## src/rtl/cero_pkg.sv

```systemverilog
// -----------------------------------------------------------------------------
// cero_pkg
// Shared constants for the cero zero-detect / leading-zero-count block.
//   WIDTH_DEFAULT : default operand width
//   WIDTH_MIN/MAX : legal operand width range
//   ZCNT_W        : width of the zero-operand event counter
//   ZCNT_MAX      : saturation value of the zero-operand event counter
//   cw_of()       : count width needed to hold the values 0..WIDTH
// -----------------------------------------------------------------------------
package cero_pkg;

    localparam int WIDTH_DEFAULT = 32;
    localparam int WIDTH_MIN     = 2;
    localparam int WIDTH_MAX     = 64;

    localparam int              ZCNT_W   = 16;
    localparam logic [15:0]     ZCNT_MAX = 16'hFFFF;

    // The leading-zero count ranges over 0..WIDTH inclusive, so it needs
    // enough bits to represent WIDTH itself (an all-zero operand).
    function automatic int cw_of(input int w);
        return $clog2(w + 1);
    endfunction

endpackage : cero_pkg

```

## src/rtl/cero_lzc.sv

```systemverilog
// -----------------------------------------------------------------------------
// cero_lzc
// Combinational leading-zero counter: counts consecutive 0 bits of a, starting
// at bit WIDTH-1 and moving toward bit 0.
//   a     : in,  WIDTH bits - operand
//   count : out, CW bits    - leading-zero count (WIDTH when a is all zero)
// -----------------------------------------------------------------------------
module cero_lzc
    import cero_pkg::*;
#(
    parameter int WIDTH = WIDTH_DEFAULT,
    localparam int CW   = cw_of(WIDTH)
) (
    input  logic [WIDTH-1:0] a,
    output logic [CW-1:0]    count
);

    logic           found_s;
    logic [CW-1:0]  count_s;

    // Priority scan from the MSB: the first 1 found fixes the count; an
    // operand with no 1 bits leaves the all-zero value WIDTH in place.
    always_comb begin
        found_s = 1'b0;
        count_s = CW'(WIDTH);
        for (int i = WIDTH - 1; i >= 0; i--) begin
            if (!found_s && a[i]) begin
                found_s = 1'b1;
                count_s = CW'(WIDTH - 1 - i);
            end else begin
                found_s = found_s;
                count_s = count_s;
            end
        end
    end

    assign count = count_s;

endmodule : cero_lzc

```

## src/rtl/cero.sv

```systemverilog
// -----------------------------------------------------------------------------
// cero
// Operand status block: combinational zero flag plus registered zero flag,
// all-ones flag, leading-zero count and a saturating count of captured zero
// operands.
//   clk    : in,  1 bit     - clock, rising edge
//   rst    : in,  1 bit     - asynchronous active-high reset
//   en     : in,  1 bit     - capture enable for the registered outputs
//   a      : in,  WIDTH     - operand under test
//   Y      : out, 1 bit     - combinational zero flag (valid during reset)
//   zero_q : out, 1 bit     - registered zero flag
//   ones_q : out, 1 bit     - registered all-ones flag
//   lzc_q  : out, CW bits   - registered leading-zero count
//   zcnt_q : out, 16 bits   - registered saturating count of zero captures
// -----------------------------------------------------------------------------
module cero
    import cero_pkg::*;
#(
    parameter int WIDTH = WIDTH_DEFAULT,
    localparam int CW   = cw_of(WIDTH)
) (
    input  logic              clk,
    input  logic              rst,
    input  logic              en,
    input  logic [WIDTH-1:0]  a,
    output logic              Y,
    output logic              zero_q,
    output logic              ones_q,
    output logic [CW-1:0]     lzc_q,
    output logic [15:0]       zcnt_q
);

    // Reject unsupported widths while elaborating.
    if (WIDTH < WIDTH_MIN || WIDTH > WIDTH_MAX) begin : g_bad_width
        $error("cero: WIDTH must lie in 2..64");
    end

    logic              zero_s;
    logic              ones_s;
    logic [CW-1:0]     lzc_s;

    logic              zero_d;
    logic              ones_d;
    logic [CW-1:0]     lzc_d;
    logic [15:0]       zcnt_d;

    // One NOR reduction feeds both the combinational flag and the register,
    // so the two can never disagree about what "zero" means.
    assign zero_s = ~|a;
    assign ones_s = &a;
    assign Y      = zero_s;

    cero_lzc #(
        .WIDTH (WIDTH)
    ) u_lzc (
        .a     (a),
        .count (lzc_s)
    );

    // Next-state logic: capture on en, otherwise hold; the zero counter sticks
    // at its maximum instead of wrapping.
    always_comb begin
        zero_d = zero_q;
        ones_d = ones_q;
        lzc_d  = lzc_q;
        zcnt_d = zcnt_q;
        if (en) begin
            zero_d = zero_s;
            ones_d = ones_s;
            lzc_d  = lzc_s;
            if (zero_s && (zcnt_q != ZCNT_MAX)) begin
                zcnt_d = zcnt_q + 16'd1;
            end else begin
                zcnt_d = zcnt_q;
            end
        end else begin
            zero_d = zero_q;
            ones_d = ones_q;
            lzc_d  = lzc_q;
            zcnt_d = zcnt_q;
        end
    end

    // Status registers with asynchronous clear.
    always_ff @(posedge clk or posedge rst) begin
        if (rst) begin
            zero_q <= 1'b0;
            ones_q <= 1'b0;
            lzc_q  <= {CW{1'b0}};
            zcnt_q <= 16'd0;
        end else begin
            zero_q <= zero_d;
            ones_q <= ones_d;
            lzc_q  <= lzc_d;
            zcnt_q <= zcnt_d;
        end
    end

endmodule : cero

```

## config.mk

```make
export PLATFORM = sky130hd
export DESIGN_NAME = cero
export DESIGN_NICKNAME = d
export VERILOG_FILES = /design/src/rtl/cero_pkg.sv /design/src/rtl/cero_lzc.sv /design/src/rtl/cero.sv
export SDC_FILE = /design/constraint.sdc
export NUM_CORES = 1
export LEC_CHECK = 0
export CAP_MARGIN = 20
export CORE_MARGIN = 5
export CORE_UTILIZATION = 40
export CTS_BUF_LIST = sky130_fd_sc_hd__clkbuf_16
export DETAILED_ROUTE_END_ITERATION = 10
export PLACE_DENSITY_LB_ADDON = 0.12
export SETUP_SLACK_MARGIN = 0.5
export SKIP_LAST_GASP = 1
export SLEW_MARGIN = 20
export SYNTH_ARGS = -nofsm -noshare
export SYNTH_HDL_FRONTEND = slang
export SYNTH_SLANG_ARGS = --single-unit
```

## constraint.sdc

```tcl
create_clock -name clk -period 1.7 [get_ports clk]
set_input_delay 0.255 -clock clk [delete_from_list [all_inputs] [get_ports clk]]
set_output_delay 0.255 -clock clk [all_outputs]
set_load 0.1 [all_outputs]
```

==> results.py, run 1 <==
metrics = {
    "run_status": {
        "status": "aborted with a tool error",
        "lastStage": "global routing (5_1_grt)",
        "error": "[ERROR DPL-0038] Utilization greater than 100%, impossible to legalize",
    },
    "yosys": {
        "synth-simple-area-share_pct": 36.1,
        "synth-seq-cells": 24,
        "synthMuxAreaShare_pct": 0.716,
        "synth.area.top_cells": "dfrtp_1 38%, nand4_1 5.6%, nor2_1 4.8%, xnor2_1 4.5%, nor4_1 4.0%",
        "synthXorXnorAreaFrac_pct": 7.80,
        "synth_ff_type": "dfrtp_1",
        "synth_edf_count": 0,
        "yosysSeqAreaShare_pct": 38.2,
        "syn-instance-count": 172,
        "synth-adder-area-share_pct": 0.796,
        "syn_avg_cell_area_um2": 9.14,
        "yosysTopAreaCell": "dfrtp_1",
        "synth_top_family_by_area": "simple AND/OR/NAND/NOR gates",
        "syn_area_um2": 1570,
        "synth.distinct_cells": 44,
        "synth_compound_area_share_pct": 13.7,
        "syn_nets": 208,
        "yosys_warnings": 0,
        "async_flop_share_pct": 100,
        "yosysTopAreaCellShare_pct": 38.2,
    },
    "grt": {
        "grt_max_degree": 25,
    },
    "floorplanning": {
        "die_h_um": 72.7,
        "start_util_pct": 42.0,
        "ios": 60,
        "rows": 22,
        "fp.dieW_um": 72.7,
    },
    "sta": {
        "grt-worst-endpoint": "zcnt_q[12]$_DFFE_PP0P_/D",
        "worst-ep-kind": "sequential cell input",
    },
    "placement": {
        "io_buffers": 59,
        "dp_hpwl_mm": 5.41,
        "post_dp_cell_area_um2": 3190,
        "gp_congestion": 0.925,
    },
    "clocking": {
        "cts_made_buffers": 3,
        "postCtsHoldBufs": 0,
        "cts_sinks": 24,
        "cts_max_level": 1,
        "clockBufferDepth": 2,
        "root_buffer": "clkbuf_16",
    },
}
-- stage by stage --
stage	hold WS [ns]	std cells	worst slack, ns
after CTS	0.348	381	-0.391
after detailed placement	0.524	351	-0.837
after global placement	0.517	351	-0.768
after floorplan	0.270	172	-0.969
-- synth_stat cells (all sizes together), types with 2 or more instances --
master,instances
o32a,2
dfrtp,24
xnor2,8
and4,2
o31ai,2
a2111oi,2
nor4,13
and3,3
o22a,2
or3,2
nor2,20
or4,6
o21ai,7
nand2,8
xor2,6
nor2b,3
a21oi,6
nand4,14
inv,10
nor3,6
nand3,10
-- repair_timing --
action | in CTS
resized for setup | 145
setup buffers | 26
cloned | 0
setup endpoints to repair | 39
pin swaps | 28
-- cells by family after synthesis --
group / Yosys count
adders and majority gates: 1
muxes: 1
and+or+nand+nor: 90
buffers and inverters: 11
xor gates and xnor gates: 14
DFF: 24
AOI/OAI and AO/OA: 31
==> run 2, diff against run 1 <==
--- a/config.mk
+++ b/config.mk
@@ -7,11 +7,9 @@
 export LEC_CHECK = 0
 export CAP_MARGIN = 20
 export CORE_MARGIN = 5
-export CORE_UTILIZATION = 40
-export CTS_BUF_LIST = sky130_fd_sc_hd__clkbuf_16
+export CORE_UTILIZATION = 25
 export DETAILED_ROUTE_END_ITERATION = 10
-export PLACE_DENSITY_LB_ADDON = 0.12
-export SETUP_SLACK_MARGIN = 0.5
+export PLACE_DENSITY_LB_ADDON = 0.15
 export SKIP_LAST_GASP = 1
 export SLEW_MARGIN = 20
 export SYNTH_ARGS = -nofsm -noshare
==> constraint.sdc (replaced) <==
create_clock -name clk -period 2.2 [get_ports clk]
set_input_delay 0.33 -clock clk [delete_from_list [all_inputs] [get_ports clk]]
set_output_delay 0.33 -clock clk [all_outputs]
set_load 0.1 [all_outputs]
==> run 2 against run 1 <==
  * The flow now finishes, with violations (negative setup slack)
  * Area after synthesis unchanged
  * Synthesized cell count stayed put
==> results.py, run 2 <==
metrics = {
    "yosys": {
        "syn_nets": 208,
        "syn_avg_cell_area_um2": 9.14,
        "synth_ff_type": "dfrtp_1",
        "syn_area_um2": 1570,
        "yosysTopAreaCellShare_pct": 38.2,
        "yosysSeqAreaShare_pct": 38.2,
        "yosysTopAreaCell": "dfrtp_1",
        "netlist_top_cells_count": "24 x dfrtp_1, 20 x nor2_1, 14 x nand4_1",
        "synth.area.top_cells": "dfrtp_1 38%, nand4_1 5.6%, nor2_1 4.8%, xnor2_1 4.5%, nor4_1 4.0%",
        "syn-instance-count": 172,
        "synth.distinct_cells": 44,
        "yosysMostFrequentCell": "dfrtp_1",
        "synth_edf_count": 0,
        "synth-seq-cells": 24,
        "async_flop_share_pct": 100,
        "yosys_warnings": 0,
    },
    "cells_and_area": {
        "diodes": 0,
        "fin_area_um2": 2830,
        "layout_common_cells": "81 x buf_4, 19 x nor2_1, 14 x nand4_1, 13 x dfrtp_2, 11 x dfrtp_1",
        "n_fill_cell": 598,
        "syn2layout_area_growth_pct": 80.0,
        "largest_register_ffs": 16,
        "drive_above_1_share_pct": 46.1,
        "final_common_cell": "buf_4",
        "fin_nets": 334,
        "largest-register": "zcnt_q",
        "top_regs": "zcnt_q: 16 flops, lzc_q: 6 flops",
    },
    "clocking": {
        "cts_max_level": 1,
        "cts_sinks": 24,
        "cts_made_buffers": 3,
        "clockBufferDepth": 2,
        "root_buffer": "clkbuf_8",
        "worstSkewPairLatency_ns": 0.27,
        "tritoncts": "yes",
        "path_clk_slew_ns": 0.09,
        "postCtsHoldBufs": 0,
    },
    "critical_path": {
        "slowest_stage": "or4_4",
        "worst-setup-path-type": "in2out",
        "crit_path_max_incr_delay_ns": 0.54,
        "critical-path-top-delay-family": "simple AND/OR/NAND/NOR gates",
        "cpMostUsedCell": "buf_12",
        "worstSetupEndpointType": "output pin",
        "crit_required_ns": 1.87,
        "worstSetupStartpointType": "input pin",
        "crit_arrival_ns": 1.89,
        "crit_buf_inv": 3,
        "cp_max_fo": 2,
        "path_cells": "buf_6 > or4_4 > or3_4 > nor3_4 > buf_12 > buf_12",
    },
    "floorplanning": {
        "core_um2": 6030,
        "ios": 60,
        "fp.dieW_um": 89.3,
        "rows": 28,
        "start_util_pct": 26.1,
        "dieArea_um2": 7980,
        "die_h_um": 89.3,
    },
    "grt": {
        "grt_usage_pct": 13.0,
        "antenna_found_initial": 0,
        "grt_pass1_vias": 1819,
        "grt_overflow": 0,
        "grt_first_pass_wirelength_mm": 8.22,
        "grt_max_degree": 25,
    },
    "detailed_routing": {
        "postRouteWirelength_mm": 5.13,
        "vias": 1804,
        "drt_iter0_markers": 25,
        "drtAntennaViolNets": 0,
        "avgViaCountPerCell": 4.85,
        "first_pass_iters": 4,
        "drc": 0,
        "wire_per_inst_um": 13.8,
    },
    "sta": {
        "relSlewSlack_pct": 74.6,
        "worstMarginPinSlew_ns": 0.372,
        "fin_skew_ns": 0.00184,
        "final.min_clock_period_ns": 2.22,
        "period_share_pct": 101,
        "hold_viol_final": 0,
        "setup_viol": 1,
        "rsz0062_at_grt": "true",
        "drv_slew": 0,
        "setup_ws_ns": -0.0223,
        "fmax_ghz": 0.450,
    },
    "power": {
        "power_density_nw_per_um2": 358,
        "power_leakage_nw": 1.37,
        "ir_drop_mv": 0.201,
        "power_w": 0.00101,
    },
    "placement": {
        "io_buffers": 59,
        "post_dp_cell_area_um2": 2670,
        "dp_hpwl_mm": 4.20,
        "gp_congestion": 0.790,
    },
    "run": {
        "cap_viol_max_count": 0,
    },
    "run_status": {
        "violations": "negative setup slack",
        "status": "complete, but fails checks",
    },
    "min_path": {
        "hp-class": "in2async",
    },
}
## run 2: cell counts after synthesis
No cell type changed its count.
## run 2: per-layer routing
layer / global-route usage, % / part of all wire [%]
met1: 16.1 / 44
met3: 1.57 / 4.9
met4: 4.06 / 1.3
met5: 0 / 0
met2: 23.5 / 50
## run 2: path summary, 6_finish.rpt
path | start | to | slack [ns] | depth (start not counted)
max | a[5] | Y | -0.02 | 6
min | rst | zero_q | 0.40 | 3
max reg2reg | zcnt_q[3] | zcnt_q[5] | 0.52 | 7
min reg2reg | zcnt_q[14] | zcnt_q[14] | 0.48 | 1
max in group asynchronous | rst | zcnt_q[13] | 1.55 | 3
min in group clk | a[15] | ones_q | 0.45 | 4
## run 2: area by class of cell
cell class | instances | area [um^2] | area share, %
Timing Repair Buffer | 122 | 1020 | 36.1
Multi-Input combinational cell | 137 | 1000 | 35.5
Sequential cell | 24 | 617 | 21.8
Tap cell | 75 | 93.8 | 3.31
Clock buffer | 4 | 55.1 | 1.94
Inverter | 10 | 37.5 | 1.33
## run 2: kinds of logic (layout without fill, tap and decap cells)
| group | Yosys count | after routing | synth area share (%) |
|---|---|---|---|
| flip-flops | 24 | 24 | 38.2 |
| multiplexers | 1 | 1 | 0.716 |
| XOR/XNOR | 14 | 14 | 7.80 |
| AO/OA/AOI/OAI | 31 | 31 | 13.7 |
| buffers and inverters | 11 | 136 | 2.70 |
| adder cells (fa/ha/maj) | 1 | 1 | 0.795 |
| AND/OR/NAND/NOR | 90 | 90 | 36.1 |
## run 2: tightest hold or removal path, stage by stage
cell and delay (ns):
clkdlybuf4s50_1 0.39, inv_1 0.05, buf_4 0.30
## run 2: timing repair
item                       4_1_cts  5_1_grt
setup endpoints to repair       12        7
setup buffers                    4        0
pin swaps                        9       10
hold endpoints to repair         0        0
resized for setup               58       22
## run 2: report_power, final
| part | internal [W] | total, W | switching (W) |
|---|---|---|---|
| combinational | 0.000120 | 0.000258 | 0.000138 |
| clock | 0.000160 | 0.000305 | 0.000145 |
| sequential | 0.000447 | 0.000452 | 0.00000484 |
| total | 0.000727 | 0.00101 | 0.000287 |
## run 2: through the flow
stage	utilization [%]	worst slack (ns)	instances	hold slack [ns]	setup TNS (ns)
global placement	44.4	-0.427	364	0.471	-6.09
CTS	45.8	-0.0340	372	0.403	-0.0340
floorplan	-	-0.560	172	0.344	-5.22
detailed placement	44.4	-0.406	364	0.469	-6.33
global route	47.0	-0.0712	372	0.423	-0.122
finish	47.0	-0.0223	372	0.396	-0.0223
Note: power is estimated with default switching activity, not from simulation.
